$ cat config.mk
export PLATFORM = sky130hd
export DESIGN_NAME = iir_coeff_loader
export DESIGN_NICKNAME = d
export VERILOG_FILES = /design/src/rtl/iir_coeff_loader.sv
export SDC_FILE = /design/constraint.sdc
export NUM_CORES = 1
export LEC_CHECK = 0
export ABC_AREA = 0
export CAP_MARGIN = 20
export CORE_UTILIZATION = 60
export DETAILED_ROUTE_END_ITERATION = 10
export PLACE_DENSITY = 0.89
export SLEW_MARGIN = 20
export SYNTH_ARGS = -nofsm -noshare
export SYNTH_HDL_FRONTEND = slang
export SYNTH_SLANG_ARGS = --single-unit
$ cat constraint.sdc
create_clock -name clk_in -period 19.4 [get_ports clk_in]
set_input_delay 3.88 -clock clk_in [delete_from_list [all_inputs] [get_ports clk_in]]
set_output_delay 3.88 -clock clk_in [all_outputs]
set_load 0.03 [all_outputs]
$ cat src/rtl/iir_coeff_loader.sv
// Coefficient loader for the time-multiplexed 2nd-order IIR filter.
// The host fills shadow taps and a commit applies them all on a sample boundary.
// Optional registered tap readback: define IIR_COEFF_READBACK_EN.
module iir_coeff_loader #(
    parameter int HOST_WIDTH     = 16,
    parameter int COEFF_WIDTH    = 35,
    parameter int TIMEOUT_CYCLES = 1024
) (
    input  logic                          clk_in,
    input  logic                          rst_in,
    input  logic                          wr_en_in,
    input  logic [4:0]                    wr_addr_in,
    input  logic [HOST_WIDTH-1:0]         wr_data_in,
    input  logic                          commit_in,
    input  logic                          on_req_in,
    input  logic                          sample_tick_in,
    input  logic [2:0]                    rd_addr_in,
    output logic signed [COEFF_WIDTH-1:0] a1_out,
    output logic signed [COEFF_WIDTH-1:0] a2_out,
    output logic signed [COEFF_WIDTH-1:0] b0_out,
    output logic signed [COEFF_WIDTH-1:0] b1_out,
    output logic signed [COEFF_WIDTH-1:0] b2_out,
    output logic                          on_out,
    output logic                          commit_pending_out,
    output logic                          commit_done_out,
    output logic                          err_out,
    output logic [COEFF_WIDTH-1:0]        rd_data_out
);
    localparam int NUM_TAPS = 5;
    localparam int CNT_W    = $clog2(TIMEOUT_CYCLES);
    localparam int TOP_W    = COEFF_WIDTH - 2*HOST_WIDTH;

    typedef enum logic {IDLE, PENDING} state_t;

    state_t                 state;
    logic [CNT_W-1:0]       cnt;
    logic                   on_pend;
    logic [COEFF_WIDTH-1:0] shadow [NUM_TAPS];
    logic [COEFF_WIDTH-1:0] active [NUM_TAPS];

    logic [2:0] tap_idx;
    logic [1:0] word_sel;
    logic       addr_ok;
    logic       apply;

    assign tap_idx  = wr_addr_in[4:2];
    assign word_sel = wr_addr_in[1:0];
    assign addr_ok  = (tap_idx < 3'(NUM_TAPS)) && (word_sel != 2'd3);
    // An idle filter produces no ticks, so there is nothing to align to.
    assign apply    = (state == PENDING) &&
                      (!on_out || sample_tick_in || cnt == CNT_W'(TIMEOUT_CYCLES-1));

    always_ff @(posedge clk_in or posedge rst_in) begin
        if (rst_in) begin
            state              <= IDLE;
            cnt                <= '0;
            on_pend            <= 1'b0;
            on_out             <= 1'b0;
            commit_pending_out <= 1'b0;
            commit_done_out    <= 1'b0;
            err_out            <= 1'b0;
            for (int t = 0; t < NUM_TAPS; t++) begin
                shadow[t] <= '0;
                active[t] <= '0;
            end
        end else begin
            commit_done_out <= 1'b0;

            if (wr_en_in) begin
                if (!addr_ok || state != IDLE) begin
                    err_out <= 1'b1;
                end else begin
                    for (int t = 0; t < NUM_TAPS; t++) begin
                        if (tap_idx == 3'(t)) begin
                            case (word_sel)
                                2'd0:    shadow[t][HOST_WIDTH-1:0] <= wr_data_in;
                                2'd1:    shadow[t][2*HOST_WIDTH-1:HOST_WIDTH] <= wr_data_in;
                                default: shadow[t][COEFF_WIDTH-1:2*HOST_WIDTH] <= wr_data_in[TOP_W-1:0];
                            endcase
                        end
                    end
                end
            end

            case (state)
                IDLE: begin
                    if (commit_in) begin
                        on_pend            <= on_req_in;
                        cnt                <= '0;
                        commit_pending_out <= 1'b1;
                        state              <= PENDING;
                    end
                end
                PENDING: begin
                    cnt <= cnt + 1'b1;
                    if (apply) begin
                        for (int t = 0; t < NUM_TAPS; t++) active[t] <= shadow[t];
                        on_out             <= on_pend;
                        commit_done_out    <= 1'b1;
                        commit_pending_out <= 1'b0;
                        state              <= IDLE;
                    end
                end
                default: state <= IDLE;
            endcase
        end
    end

    assign a1_out = active[0];
    assign a2_out = active[1];
    assign b0_out = active[2];
    assign b1_out = active[3];
    assign b2_out = active[4];

`ifdef IIR_COEFF_READBACK_EN
    always_ff @(posedge clk_in or posedge rst_in) begin
        if (rst_in) begin
            rd_data_out <= '0;
        end else begin
            rd_data_out <= '0;
            for (int t = 0; t < NUM_TAPS; t++)
                if (rd_addr_in == 3'(t)) rd_data_out <= active[t];
        end
    end
`else
    logic unused_rd_addr;
    assign unused_rd_addr = ^rd_addr_in;
    assign rd_data_out    = '0;
`endif

endmodule

==> metrics, run 1 <==
status=completed; final hold vios=0; drt total wl=54200 µm; Final ANT Viol Nets=0; Max Cap Viol=0; setup tns final=0 ns; Slew HR=0.221; largest family of logic cells by synthesized area=compound AO/OA/AOI/OAI gates; area growth from synthesis to layout=15.1%; Vias=15823; most frequent cells in the layout=dfrtp_1 (364), o211ai_1 (351), clkdlybuf4s50_1 (204); post-route non-filler standard cell count=2216; max incr delay on CP=0.78 ns; Final Slew Violations=0; mux share of post-synthesis cell area=0.109; H-tree depth=2; largest net degree at the start of global routing=169; Int Power=1.85 mW; static leakage=8.20 nW; CP Launch Type=primary input; count of cell types in the netlist=41; clock skew=0.0100 ns; area share of fa/ha/maj cells after synthesis=0.000676; RSZ-0062 raised after global routing=no; DR DRC count=0; EDFF count, synth=0; DP Cell Count=2144; DIE AREA=31600 µm²; commonest non-fill, non-tap cell in the layout=dfrtp_1; synth warn=0; area of the multi-input gates=8250 µm²; Synth async-reset ratio=1.00; post-synthesis compound-gate area fraction=0.195; gr ovfl total=0; Critical-path top delay cell=o21ai_1; Initial Utilization=0.618; pwr dens=145 nW/µm²; global-route wire length before repair=85200 µm; # nets final=1828; register area=9170 µm²; Die W=178 µm; endpoints failing setup=0; layout cells sized above 1=0.149; fin crit period=5.96 ns; Sw Share=0.403; clock net sink count=366; cts repair resizes=0; hold buffers post-CTS=0; Mapped Area=18500 µm²; crit path DAT=6.35 ns; CORE AREA=30000 µm²; num ports=244; vias per inst=7.14; number of global-route vias before repair=14863; fillers=2083; crit share post-route=0.307; critical path class=in2reg; register area share after synthesis=0.495; Comb pwr share=0.391; Die Y=178 µm; critical path endpoint category=flip-flop; simple-gate share of the synthesized area=0.133; DR WL/cell=24.5 µm; CTS buffer count=38; Post-Syn Instances=1761; CTS tree=yes; net switching power=1.25 mW; DRT iter0 DRCs=1834; TritonRoute pass-1 iters=8; Buffers on Ports=205; row count=63; Cell Chain, Critical Path=clkdlybuf4s50_1, o21ai_1, nand3_2, mux2_2; FMAX=168 MHz; gr usage total=0.346; Final Wtd Congestion=0.812; Clk Latency, worst-skew pair=0.52 ns; clock root buffer=clkbuf_16; Main synth FF type=dfrtp_1; Final HPWL DP=29000 µm; CTS clk-pin slew, worst paths=0.06 ns; Yosys reg bits=366; Clock power frac=0.221; post-CTS setup repair buffer count=0; crit-path max FO=16; initial antenna violation count=6; worst path required time=19.80 ns; sequential fraction of design power=0.388; Worst Tran Pin Value=1.17 ns; Post-Synth XOR/XNOR Area=0.000473; Max VDD drop=0.0000968 V; Clock Path Buffers=3; hold crit path type=reg2reg; Mean Syn Cell Area=10.5 µm²
-- worst max-delay path, delay by kind of cell --
family	cells	cell delay, ns
AO/OA/AOI/OAI	1	0.78
AND/OR/NAND/NOR	1	0.66
buffers and inverters	1	0.54
multiplexers	1	0.49
-- cell usage after synthesis, types with 2 or more instances --
cell,instances,area (µm²)
buf_1,13,48.8
or4_1,176,1320
nand3_1,12,60.1
buf_4,40,300
nand2_1,185,694
buf_2,21,105
clkbuf_1,178,668
nor4b_4,6,143
inv_1,4,15.0
o211ai_1,351,2640
o311ai_0,2,17.5
mux2_2,176,1980
and4bb_2,3,37.5
and4_1,3,26.3
nand3_2,5,50.1
o21ai_0,183,916
nor2_1,2,7.51
mux2i_1,4,40.0
buf_6,9,101
dfrtp_1,366,9160
nand2b_1,2,12.5
-- state kept, by name, indices dropped and copies added (netlist names) --
register,count
err_out,1
state,1
b2_out,35
shadow,175
cnt,10
on_pend,1
commit_done_out,1
b1_out,35
on_out,1
b0_out,35
a1_out,35
a2_out,35
commit_pending_out,1
-- area by class of cell --
type	instances	area share
clock buffer	58	0.0520
antenna	7	0.000822
tap	390	0.0229
sequential	366	0.430
multi-input combinational	1163	0.387
clock inverter	4	0.00129
inverter	5	0.00170
timing repair buffer	223	0.104
-- logic make-up (layout without fill, tap and decap cells) --
kind of cell,Yosys count,after routing
XOR/XNOR,1,1
adder cells (fa/ha/maj),1,1
AO/OA/AOI/OAI,541,541
AND/OR/NAND/NOR,405,405
flip-flops,366,366
multiplexers,180,180
other,1,42
buffers and inverters,266,290
-- final timing paths --
| check | from | to | slack (ns) | depth (start not counted) |
|---|---|---|---|---|
| setup / recovery | wr_addr_in[2] | shadow[113] | 13.44 | 4 |
| hold reg to reg | shadow[111] | shadow[111] | 0.53 | 1 |
| setup reg to reg | state | b0_out[33] | 15.75 | 4 |
| min in group asynchronous | rst_in | b1_out[33] | 3.89 | 2 |
| hold / removal | shadow[111] | shadow[111] | 0.53 | 1 |
| max in group asynchronous | rst_in | a1_out[21] | 13.91 | 3 |
-- metrics by stage --
step | power [mW] | hold slack [ns] | setup WS (ns) | utilization | instance area [µm²]
2_1_floorplan | 1.90 | 0.488 | 5.36 | - | 18600
4_1_cts | 3.08 | 0.532 | 13.49 | 0.710 | 21300
3_3_place_gp | 2.37 | 0.510 | 13.03 | 0.672 | 20100
6_report | 3.09 | 0.531 | 13.44 | 0.712 | 21300
3_5_place_dp | 2.40 | 0.518 | 12.96 | 0.672 | 20100
5_1_grt | 3.22 | 0.542 | 13.34 | 0.711 | 21300
-- power groups by stage --
stage / Clock, mW / Sequential (mW) / Combinational [mW]
after CTS: 0.686 / 1.19 / 1.21
after global placement: 0 / 1.19 / 1.18
final: 0.683 / 1.20 / 1.21
after global routing: 0.718 / 1.22 / 1.28
after detailed placement: 0 / 1.20 / 1.20
after floorplan: 0 / 1.45 / 0.445
-- metal layers --
layer  vias up  share of wire  track usage
met5         -        0.00050            0
met1      7897           0.38        0.474
li1       6694              -            -
met2      1033           0.47        0.533
met3       195           0.10       0.0557
met4         4          0.055        0.186
(Power assumes the default switching activity.)
==> run 2: changes to the inputs <==
CORE_UTILIZATION = 56   (was 60)
PLACE_DENSITY = 0.84   (was 0.89)
clock period = 5.5 ns   (was 19.4 ns; I/O delays follow)
==> run 2 against run 1 <==
  * Sequential power grew to 3.5 times the previous value
  * Utilization down 4.6 points
  * Design area is 1.6% higher
  * Via count decreased by 0.72%
  * Die area grew 7.1%
  * Critical endpoint is now shadow[112]
  * Highest routed layer is now met4
==> metrics, run 2 (same netlist as run 1, synthesis figures left out) <==
Vias=15709; CTS buffer count=40; max reg flops=175; Critical Path Start=wr_addr_in[2]; R2R setup slack=2.38 ns; endpoints failing setup=0; # nets final=1838; DR DRC count=0; CORE AREA=32500 µm²; hold buffers post-CTS=0; static leakage=8.34 nW; R2R depth=5; CP Launch Type=primary input; status=completed; hold crit path type=reg2reg; Crit Reg-Reg Endpoint=a2_out[18]; clock net sink count=366; Initial Utilization=0.569; Slew HR=0.206; CTS tree=yes; Max VDD drop=0.000340 V; worst path required time=5.91 ns; Final HPWL DP=29300 µm; area growth from synthesis to layout=17.0%; Die W=184 µm; Clock Path Buffers=3; RSZ-0062 raised after global routing=no; DR WL/cell=24.2 µm; gr usage total=0.326; HP Start=err_out; pwr dens=519 nW/µm²; H-tree depth=2; critical path endpoint category=flip-flop; largest net degree at the start of global routing=148; crit-path max FO=16; Final Slew Violations=0; row count=66; number of global-route vias before repair=15143; cts repair resizes=0; Clk Latency, worst-skew pair=0.54 ns; initial antenna violation count=6; Final Wtd Congestion=0.793; Die Y=184 µm; Worst Hold End=err_out; TritonRoute pass-1 iters=5; worst hold stages=1; DRT iter0 DRCs=1829; fin crit period=3.19 ns; DIE AREA=33800 µm²; post-CTS setup repair buffer count=0; pre-CTS WS=1.82 ns; Design Power=11.2 mW; num ports=244; global-route wire length before repair=86000 µm; final worst slack=2.31 ns; final hold vios=0; FMAX=313 MHz; Max Cap Viol=0; vias per inst=6.88; RR Startpoint=cnt[9]; crit path DAT=3.60 ns; Buffers on Ports=205; drt total wl=55200 µm; most frequent cells in the layout=dfrtp_1 (364), o211ai_1 (351), clkdlybuf4s50_1 (204); Reg with most FFs=shadow; crit share post-route=0.581; clock skew=0.0145 ns; critical path class=in2reg; gr ovfl total=0; CTS clk-pin slew, worst paths=0.06 ns; clock root buffer=clkbuf_16; commonest non-fill, non-tap cell in the layout=dfrtp_1; Worst Tran Pin Value=1.19 ns; layout cells sized above 1=0.158; Final ANT Viol Nets=0
## run 2: changes by cell type in the layout (fill, tap and decap cells not counted), sizes merged
cell / previous run / this run
clkbuf: 58 / 60
diode: 7 / 5
inv: 6 / 7
clkinvlp: 0 / 1
clkinv: 3 / 4
bufinv: 0 / 3
buf: 19 / 27
## run 2: cell type report
type	instances	area, µm²
clock buffer	60	1190
tap	442	553
clock inverter	10	140
inverter	5	35.0
timing repair buffer	231	2310
multi-input combinational	1163	8250
antenna	5	12.5
sequential	366	9170
fill	2416	10900
## run 2: power breakdown
part | switching (mW) | total [mW] | internal, mW
clock network | 1.09 | 2.73 | 1.63
registers | 0.701 | 4.23 | 3.53
logic | 2.67 | 4.27 | 1.60
total | 4.46 | 11.2 | 6.77
## run 2: metrics by stage
step	hold slack, ns	instance area [µm²]	util	setup TNS (ns)	instances
2_1_floorplan	0.488	18600	-	-186.73	1795
3_3_place_gp	0.441	20300	0.623	0	2203
3_5_place_dp	0.443	20300	0.623	0	2203
4_1_cts	0.456	21600	0.664	0	2273
5_1_grt	0.477	21700	0.666	0	2280
6_report	0.453	21700	0.666	0	2282
## run 2: metal layers
metal | up-vias | GRT usage | share of wire
met4 | 0 | 0.160 | 0.043
met2 | 921 | 0.508 | 0.47
li1 | 6705 | - | -
met3 | 150 | 0.0561 | 0.090
met1 | 7933 | 0.442 | 0.40
met5 | - | 0 | 0
## run 2: worst max path at each step
stage | to | slack (ns) | depth (start not counted)
3_5_place_dp | shadow[154] | 1.82 | 4
2_1_floorplan | a1_out[0] | -0.51 | 1
4_1_cts | shadow[144] | 2.35 | 4
6_report | shadow[112] | 2.31 | 4
3_3_place_gp | shadow[18] | 1.91 | 4
5_1_grt | shadow[144] | 2.19 | 4
## run 2: critical path, cell delays in order
cell and delay [ns]:
clkdlybuf4s50_1 0.56, o21ai_1 0.80, nand3_2 0.65, mux2_2 0.48
